## config.mk

```make
export PLATFORM = sky130hd
export DESIGN_NAME = q_sys_csr_slave
export DESIGN_NICKNAME = d
export VERILOG_FILES = /design/src/rtl/q_sys_csr_slave.sv
export SDC_FILE = /design/constraint.sdc
export NUM_CORES = 1
export LEC_CHECK = 0
export CAP_MARGIN = 0
export CORE_ASPECT_RATIO = 0.75
export CORE_MARGIN = 2
export CORE_UTILIZATION = 50
export CTS_CLUSTER_DIAMETER = 60
export DETAILED_ROUTE_END_ITERATION = 8
export PLACE_DENSITY_LB_ADDON = 0.3
export REMOVE_ABC_BUFFERS = 1
export SETUP_SLACK_MARGIN = 0.05
export SKIP_CTS_REPAIR_TIMING = 1
export SYNTH_ARGS = -nofsm -noshare
export SYNTH_HDL_FRONTEND = slang
export SYNTH_SLANG_ARGS = --single-unit
```

## constraint.sdc

```tcl
create_clock -name clk_clk -period 28.7 [get_ports clk_clk]
set_input_delay 8.61 -clock clk_clk [delete_from_list [all_inputs] [get_ports clk_clk]]
set_output_delay 8.61 -clock clk_clk [all_outputs]
set_load 0.02 [all_outputs]
```

## src/rtl/q_sys_csr_slave.sv

```systemverilog
// Avalon-MM responder for the system control/status register bank.
// Fixed-latency pipelined reads, byte-enabled writes, waitrequest only during post-reset init.
module q_sys_csr_slave #(
    parameter int          READ_LATENCY = 2,
    parameter int          INIT_CYCLES  = 8,
    parameter logic [31:0] VERSION      = 32'h0001_0000,
    parameter logic [31:0] BAD_DATA     = 32'hDEAD_BEEF
) (
    input  logic        clk_clk,
    input  logic        clk_reset_reset,
    input  logic [31:0] slave_address,
    input  logic        slave_read,
    input  logic        slave_write,
    input  logic [31:0] slave_writedata,
    input  logic [3:0]  slave_byteenable,
    output logic [31:0] slave_readdata,
    output logic        slave_waitrequest,
    output logic        slave_readdatavalid,
    output logic [31:0] ctrl_out,
    input  logic [31:0] status_in
);

    localparam logic [3:0] IDX_VERSION = 4'd0;
    localparam logic [3:0] IDX_SCRATCH = 4'd1;
    localparam logic [3:0] IDX_CONTROL = 4'd2;
    localparam logic [3:0] IDX_STATUS  = 4'd3;
    localparam logic [3:0] IDX_FREECNT = 4'd4;
    localparam logic [3:0] IDX_WRCOUNT = 4'd5;
    localparam logic [3:0] IDX_ERR     = 4'd6;
    localparam logic [3:0] IDX_ERRADDR = 4'd7;

    logic [7:0]  init_cnt;
    logic        rd_acc, wr_acc, collide, mapped, unmapped_acc, map_wr;
    logic [3:0]  idx;
    logic [31:0] scratch, control, freecnt, wrcount, erraddr;
    logic [31:0] gp [8];
    logic [1:0]  err, err_next;
    logic [31:0] rd_mux;
    logic [READ_LATENCY-1:0] pipe_vld;
    logic [31:0] pipe_data [READ_LATENCY];

    function automatic logic [31:0] merge(input logic [31:0] old, input logic [31:0] data,
                                          input logic [3:0] be);
        logic [31:0] res;
        res = old;
        for (int n = 0; n < 4; n++)
            if (be[n]) res[8*n +: 8] = data[8*n +: 8];
        return res;
    endfunction

    // NOTE: state registers use non-blocking assignments so every flop samples pre-edge values.
    always_ff @(posedge clk_clk or posedge clk_reset_reset) begin
        if (clk_reset_reset)
            init_cnt <= 8'(INIT_CYCLES);
        else if (init_cnt != 8'd0)
            init_cnt <= init_cnt - 8'd1;
    end

    assign slave_waitrequest = (init_cnt != 8'd0);
    assign rd_acc       = !slave_waitrequest && slave_read && !slave_write;
    assign wr_acc       = !slave_waitrequest && slave_write && !slave_read;
    assign collide      = !slave_waitrequest && slave_read && slave_write;
    assign mapped       = (slave_address[31:6] == 26'd0) && (slave_address[1:0] == 2'd0);
    assign idx          = slave_address[5:2];
    assign unmapped_acc = (rd_acc || wr_acc) && !mapped;
    assign map_wr       = wr_acc && mapped;

    // NOTE: every always_comb output gets a default first so no path can infer a latch.
    always_comb begin
        err_next = err;
        if (map_wr && idx == IDX_ERR && slave_byteenable[0])
            err_next = err & ~slave_writedata[1:0];
        // New errors are applied after the clear so they win on the same edge.
        if (collide)      err_next[0] = 1'b1;
        if (unmapped_acc) err_next[1] = 1'b1;
    end

    // NOTE: the GP bank is small and must read zero after reset, so it is reset like plain flops.
    always_ff @(posedge clk_clk or posedge clk_reset_reset) begin
        if (clk_reset_reset) begin
            scratch <= '0;
            control <= '0;
            freecnt <= '0;
            wrcount <= '0;
            err     <= '0;
            erraddr <= '0;
            for (int i = 0; i < 8; i++) gp[i] <= '0;
        end else begin
            err     <= err_next;
            freecnt <= freecnt + 32'd1;
            if (unmapped_acc) erraddr <= slave_address;
            if (map_wr) begin
                if (wrcount != '1) wrcount <= wrcount + 32'd1;
                if (idx[3])
                    gp[idx[2:0]] <= merge(gp[idx[2:0]], slave_writedata, slave_byteenable);
                else if (idx == IDX_SCRATCH)
                    scratch <= merge(scratch, slave_writedata, slave_byteenable);
                else if (idx == IDX_CONTROL)
                    control <= merge(control, slave_writedata, slave_byteenable);
                else if (idx == IDX_FREECNT)
                    freecnt <= '0;
            end
        end
    end

    always_comb begin
        rd_mux = BAD_DATA;
        if (mapped) begin
            if (idx[3]) rd_mux = gp[idx[2:0]];
            else begin
                case (idx)
                    IDX_VERSION: rd_mux = VERSION;
                    IDX_SCRATCH: rd_mux = scratch;
                    IDX_CONTROL: rd_mux = control;
                    IDX_STATUS:  rd_mux = status_in;
                    IDX_FREECNT: rd_mux = freecnt;
                    IDX_WRCOUNT: rd_mux = wrcount;
                    IDX_ERR:     rd_mux = {30'd0, err};
                    IDX_ERRADDR: rd_mux = erraddr;
                    default:     rd_mux = BAD_DATA;
                endcase
            end
        end
    end

    // Data stages only load behind a valid, so the last stage holds readdata between strobes.
    always_ff @(posedge clk_clk or posedge clk_reset_reset) begin
        if (clk_reset_reset) begin
            pipe_vld <= '0;
            for (int i = 0; i < READ_LATENCY; i++) pipe_data[i] <= '0;
        end else begin
            pipe_vld[0] <= rd_acc;
            if (rd_acc) pipe_data[0] <= rd_mux;
            for (int i = 1; i < READ_LATENCY; i++) begin
                pipe_vld[i] <= pipe_vld[i-1];
                if (pipe_vld[i-1]) pipe_data[i] <= pipe_data[i-1];
            end
        end
    end

    assign slave_readdatavalid = pipe_vld[READ_LATENCY-1];
    assign slave_readdata      = pipe_data[READ_LATENCY-1];
    assign ctrl_out            = control;

endmodule

```

==> reports/metrics.cfg, run 1 <==
[outcome]
status=finished, final reports clean

[place]
gp_congestion=0.9458
dp_hpwl_um=49610
port-buffer-count=169

[die]
fp-row-count=67
start_util_pct=50.80
io_pins=170
core_area_um2=44850
die_h_um=188.9
dieArea_um2=47310
dieWidth_um=250.5

[min_path]
holdPathStages=1
hp-class=register to register
holdPathEnd=pipe_data[36]
hp-start=pipe_data[36]

[pwr]
intPower_uw=1135
p_sw_share_pct=23.73
irDropWorstVdd_uv=41.04
p_seq_share_pct=47.4
p_clk_share_pct=45.3
p_per_area_nw_per_um2=56.17
p_leak_uw=0.01173
p_comb_share_pct=7.3
p_switching_uw=353.3
power_uw=1488

[clock_tree]
cts.sinks=492
clock_path_buffers=3
clkTransAtPathRegs_ns=0.06
cts_inserted_buffers=49
ctsHtreeMaxLevel=2
clk_latency_ns=0.58
cts-root-buf=clkbuf_16
cts_tree=built

[worst_setup_path]
cp_slowest_cell=nor2_2
cp.arrival_ns=12.43
r2r_setup_slack_ns=24.52
start_kind=input port
critPathLaunch=slave_address[26]
critPathBufInv=1
r2r_start=init_cnt[0]
worstRegToRegCells=9
regToRegEndpoint=pipe_data[48]
crit_required_ns=29.15
worst_path_dominant_cell_family=simple AND/OR/NAND/NOR gates
crit_chain=clkdlybuf4s50_1 > nor4_1 > and3_1 > nand3_4 > nor2_2 > nand3_2 > mux2_2
cp-end-kind=register
path_max_fanout=18
crit_type=input port to register
critical-path-max-stage-delay_ns=0.91

[yosys]
syn_inst=2074
ys.flop_type=dfrtp_1
ys_seq_area_share_pct=54.04
syn_avg_cell_area_um2=10.99
netlist_top_cells_area=dfrtp_1, mux2_2, a21oi_1
synth_edf_count=0
async_flop_share_pct=100.0
synth_top_area_share_pct=53.93
syn-cell-area_um2=22780
yosys_register_bits=492
synthDistinctLibCells=74
yosysTopAreaCell=dfrtp_1
synth_warnings=0

[detailed_routing]
routed-via-count=18010
via_per_inst=6.412
ant_nets=0
drt_wl_total_um=73140
firstDrtPassIters=6
drc=0
wl_per_cell_um=26.05
drt-initial-drc-count=2279

[timing]
slew_headroom_pct=4.950
worst_clock_skew_ns=0.02338
tns_ns=0
rsz0062_at_grt=no
drv_slew=0
setup_viol=0
finalHoldViolCount=0
fmax_ghz=0.08343
period_needed_ns=11.99
tightest_slew_ns=1.390
final.period_utilization_pct=41.76

[cells_and_area]
final_cell_mix=dfrtp_1, nor2_1, a21oi_1, clkdlybuf4s50_1, mux2_2
nets=2290
syn_to_final_growth_pct=16.30
multi_input_area_um2=9663
drive_above_1_share_pct=16.22
final_common_cell=dfrtp_1
n_fill_cell=3596
seqCellArea_um2=12310

[run]
cap_violations=0

[global_routing]
grt_overflow_total=0
grt_usage_pct=31.01
grt_max_degree=124
grt_pass1_vias=17540
grt_pass1_wl_um=110800
antenna_found_initial=3

==> area by class of cell <==
class	count	area share (%)
Sequential cell	492	46.47
Multi-Input combinational cell	1407	36.47
Timing Repair Buffer	217	7.697
Clock buffer	77	5.600
Tap cell	586	2.767
Clock inverter	12	0.7366
Inverter	15	0.2408
Antenna cell	2	0.01889
==> worst register-to-register path: stages, from the launching register on <==
cell       delay [ns]
dfrtp_1          0.40
inv_1            0.11
ha_1             0.19
nor4b_4          0.35
and2_1           0.35
nand3b_2         0.42
inv_2            0.77
nand3_1          0.21
a2111oi_0        1.11
a311oi_1         0.09
==> through the flow <==
stage | hold slack, ns | std cells | utilization [%] | cell area, um^2 | setup slack [ns]
floorplan | 0.4429 | 1914 | - | 21990 | 6.359
global placement | 0.4566 | 2717 | 55.33 | 24810 | 16.25
detailed placement | 0.4721 | 2717 | 55.33 | 24810 | 16.15
CTS | 0.4852 | 2806 | 59.07 | 26490 | 16.74
global route | 0.4996 | 2806 | 59.07 | 26490 | 16.67
finish | 0.4779 | 2808 | 59.08 | 26500 | 16.71
==> routing by layer <==
layer / share of wire [%] / GRT usage, % / wire length [um]
met5: 0 / 0 / 0
met3: 13 / 8.166 / 9377
met4: 3.7 / 10.78 / 2720
met1: 41 / 45.14 / 29770
met2: 43 / 45.16 / 31270
==> kinds of logic (layout without fill, tap and decap cells) <==
logic type                 after synthesis  in the layout  share of synthesized area [%]
AOI/OAI and AO/OA                      505            505                          14.38
xor gates and xnor gates                61             61                          2.345
adders and majority gates                4              4                         0.2197
buffers and inverters                  175            321                          3.745
DFF                                    492            492                          54.04
muxes                                  216            216                          12.53
other                                    0              2                              0
and+or+nand+nor                        621            621                          12.75
==> sequential cells by signal (all words and copies together) (netlist names) <==
name            flops
scratch            32
wrcount            32
erraddr            32
gp                256
ctrl_out           32
pipe_data          32
freecnt            32
err                 2
init_cnt            8
pipe_vld            2
slave_readdata     32
==> how the worst max path moves through the flow <==
| stage | end | slack (ns) | cells after the start |
|---|---|---|---|
| global placement | ctrl_out[24] | 16.25 | 7 |
| floorplan | ctrl_out[0] | 6.36 | 1 |
| detailed placement | ctrl_out[28] | 16.15 | 7 |
| finish | ctrl_out[26] | 16.71 | 7 |
| global route | ctrl_out[24] | 16.67 | 7 |
| CTS | ctrl_out[26] | 16.74 | 7 |
==> synth_stat cells (all sizes together) (4+ instances only) <==
| cell type | number |
|---|---|
| nor4 | 15 |
| nand3 | 47 |
| nor2b | 5 |
| and4 | 14 |
| a2bb2oi | 49 |
| and3 | 12 |
| a31oi | 6 |
| o2111ai | 4 |
| mux2 | 143 |
| o22a | 17 |
| xor2 | 21 |
| a22oi | 37 |
| inv | 15 |
| a22o | 14 |
| nand2 | 113 |
| dfrtp | 491 |
| nand4 | 17 |
| mux4 | 41 |
| o22ai | 26 |
| a221oi | 20 |
| nand2b | 8 |
| o21ai | 22 |
| a21oi | 265 |
| nor2 | 330 |
| xnor2 | 40 |
| ha | 4 |
| o221ai | 14 |
| buf | 98 |
| and2 | 13 |
| nor3 | 31 |
| nand3b | 6 |
| clkbuf | 62 |
| o211ai | 4 |
| mux2i | 32 |
| o31ai | 4 |
| a21o | 5 |
==> power groups by stage <==
stage               registers [uW]  clock network (uW)  logic (uW)
global placement               719                   0         104
detailed placement             719                   0         106
CTS                            706                 679         106
global route                   706                 710         114
finish                         706                 674         108
floorplan                      716                   0        49.6
Note: power is estimated with default switching activity, not from simulation.
==> run 2: changes to the inputs <==
Clock period 28.7 ns to 11.2 ns, I/O delays scaled along.
==> reports/metrics.cfg, run 2 (synthesized netlist as in run 1, its figures left out) <==
[outcome]
status=finished, final reports clean

[cells_and_area]
nets=2285  ; -0.22%
largest_reg_flops=256  ; unchanged
drive_above_1_share_pct=16.07  ; -0.14 points
final_cell_mix=dfrtp_1, nor2_1, a21oi_1, clkdlybuf4s50_1, mux2_2
syn_to_final_growth_pct=15.77
largest_register=gp
final_common_cell=dfrtp_1

[timing]
final.period_utilization_pct=60.75
worst_clock_skew_ns=0.02065  ; -0.002734 ns
rsz0062_at_grt=no
drv_slew=0  ; unchanged
setup_viol=0  ; unchanged
period_needed_ns=6.804
finalHoldViolCount=0  ; unchanged
slew_headroom_pct=12.04  ; +7.1 points
tightest_slew_ns=1.312  ; -0.07758 ns
timing.hold.ws_ns=0.4783  ; +0.0004470 ns
tns_ns=0  ; unchanged
final.setup.worst_slack_ns=4.396  ; -12.32 ns
fmax_ghz=0.1470

[run]
cap_violations=0  ; unchanged

[detailed_routing]
routed-via-count=18220  ; +1.2%
drt-initial-drc-count=2594  ; +14%
firstDrtPassIters=6  ; unchanged
ant_nets=0  ; unchanged
via_per_inst=6.501  ; +1.4%
drt_wl_total_um=73830  ; +0.95%
drc=0  ; unchanged
wl_per_cell_um=26.35  ; +1.2%

[worst_setup_path]
crit_path_end=gp[248]
crit_type=input port to register
r2r_setup_slack_ns=7.21  ; -17.31 ns
path_max_fanout=17  ; -1
regToRegEndpoint=gp[248]
r2r_start=init_cnt[0]
worstRegToRegCells=8  ; -1
crit_required_ns=11.70  ; -17.45 ns
start_kind=input port
cp-end-kind=register
critPathLaunch=slave_address[26]
cp.arrival_ns=7.30  ; -5.13 ns

[pwr]
p_seq_share_pct=48.6  ; +1.2 points
p_clk_share_pct=44.0  ; -1.3 points
p_sw_share_pct=24.78  ; +1.0 points
p_comb_share_pct=7.4  ; about the same
p_per_area_nw_per_um2=141.3  ; +150%
p_leak_uw=0.01166  ; -0.60%
irDropWorstVdd_uv=150.1  ; +270%
intPower_uw=2803  ; +150%
p_switching_uw=923.6  ; +160%
power_uw=3727  ; +150%

[die]
dieArea_um2=47310  ; unchanged
core_area_um2=44850  ; unchanged
start_util_pct=50.80  ; unchanged
io_pins=170  ; unchanged
dieWidth_um=250.5  ; unchanged
fp-row-count=67  ; unchanged
die_h_um=188.9  ; unchanged

[clock_tree]
clkTransAtPathRegs_ns=0.06  ; about the same
cts_tree=built
cts_inserted_buffers=49  ; unchanged
ctsHtreeMaxLevel=2  ; unchanged
clk_latency_ns=0.60  ; +0.02 ns
cts.sinks=492  ; unchanged
clock_path_buffers=3  ; unchanged
cts-root-buf=clkbuf_16

[place]
gp_congestion=0.9482  ; +0.25%
dp_slack_ns=3.940  ; -12.21 ns
port-buffer-count=169  ; unchanged
dp_hpwl_um=50370  ; +1.5%

[global_routing]
grt_max_degree=119  ; -4.0%
grt_overflow_total=0  ; unchanged
grt_usage_pct=31.45  ; +0.43 points
antenna_found_initial=2  ; -1
grt_pass1_vias=17680  ; +0.81%
grt_pass1_wl_um=112500  ; +1.5%

[min_path]
hp-class=register to register

run 2: cell types whose count changed in the layout (fill, tap and decap cells not counted), sizes merged:
cell / delta
clkinv: +4
buf: -5
bufinv: -4
clkbuf: -3
inv: +1
diode: -1
clkinvlp: +2
run 2: metal layers:
| layer | vias to the layer above | GRT usage [%] | part of all wire [%] |
|---|---|---|---|
| met5 | - | 0 | 0.018 |
| met4 | 2 | 11.24 | 3.8 |
| met3 | 179 | 9.390 | 13 |
| met2 | 1205 | 45.72 | 43 |
| met1 | 9159 | 44.95 | 40 |
| li1 | 7672 | - | - |
run 2: worst min path at each step:
stage | from | to | slack [ns] | depth (start not counted)
detailed placement | pipe_data[61] | pipe_data[61] | 0.47 | 1
CTS | pipe_data[61] | pipe_data[61] | 0.48 | 1
finish | pipe_data[61] | pipe_data[61] | 0.48 | 1
global placement | pipe_data[54] | pipe_data[54] | 0.46 | 2
floorplan | pipe_data[54] | pipe_data[54] | 0.44 | 2
global route | pipe_data[54] | pipe_data[54] | 0.50 | 2
run 2: through the flow:
step / cells / instance area, um^2 / util, %
2_1_floorplan: 1914 / 21990 / -
3_3_place_gp: 2712 / 24790 / 55.27
3_5_place_dp: 2712 / 24790 / 55.27
4_1_cts: 2801 / 26370 / 58.81
5_1_grt: 2802 / 26380 / 58.81
6_report: 2802 / 26380 / 58.81
run 2: area by class of cell:
cell class / instances / area (um^2)
multi-input cells: 1407 / 9663
repair buffers: 212 / 2014
well taps: 586 / 733.2
flip-flops and latches: 492 / 12310
inverters: 15 / 63.81
diodes: 1 / 2.502
fillers: 3647 / 18470
clock buffers: 74 / 1441
clock inverters: 15 / 143.9
run 2: power groups by stage:
| stage | Sequential [uW] | Clock [uW] | Combinational [uW] |
|---|---|---|---|
| 4_1_cts | 1810 | 1650 | 272 |
| 2_1_floorplan | 1830 | 0 | 127 |
| 3_3_place_gp | 1840 | 0 | 267 |
| 5_1_grt | 1810 | 1730 | 292 |
| 6_report | 1810 | 1640 | 276 |
| 3_5_place_dp | 1840 | 0 | 270 |
run 2: worst max-delay path, cell delays in order:
cell             delay (ns)
clkdlybuf4s50_1        0.44
nor4_1                 0.75
and3_1                 0.40
nand3_4                0.31
nor4_4                 0.99
and2_1                 0.80
a2bb2oi_1              0.24
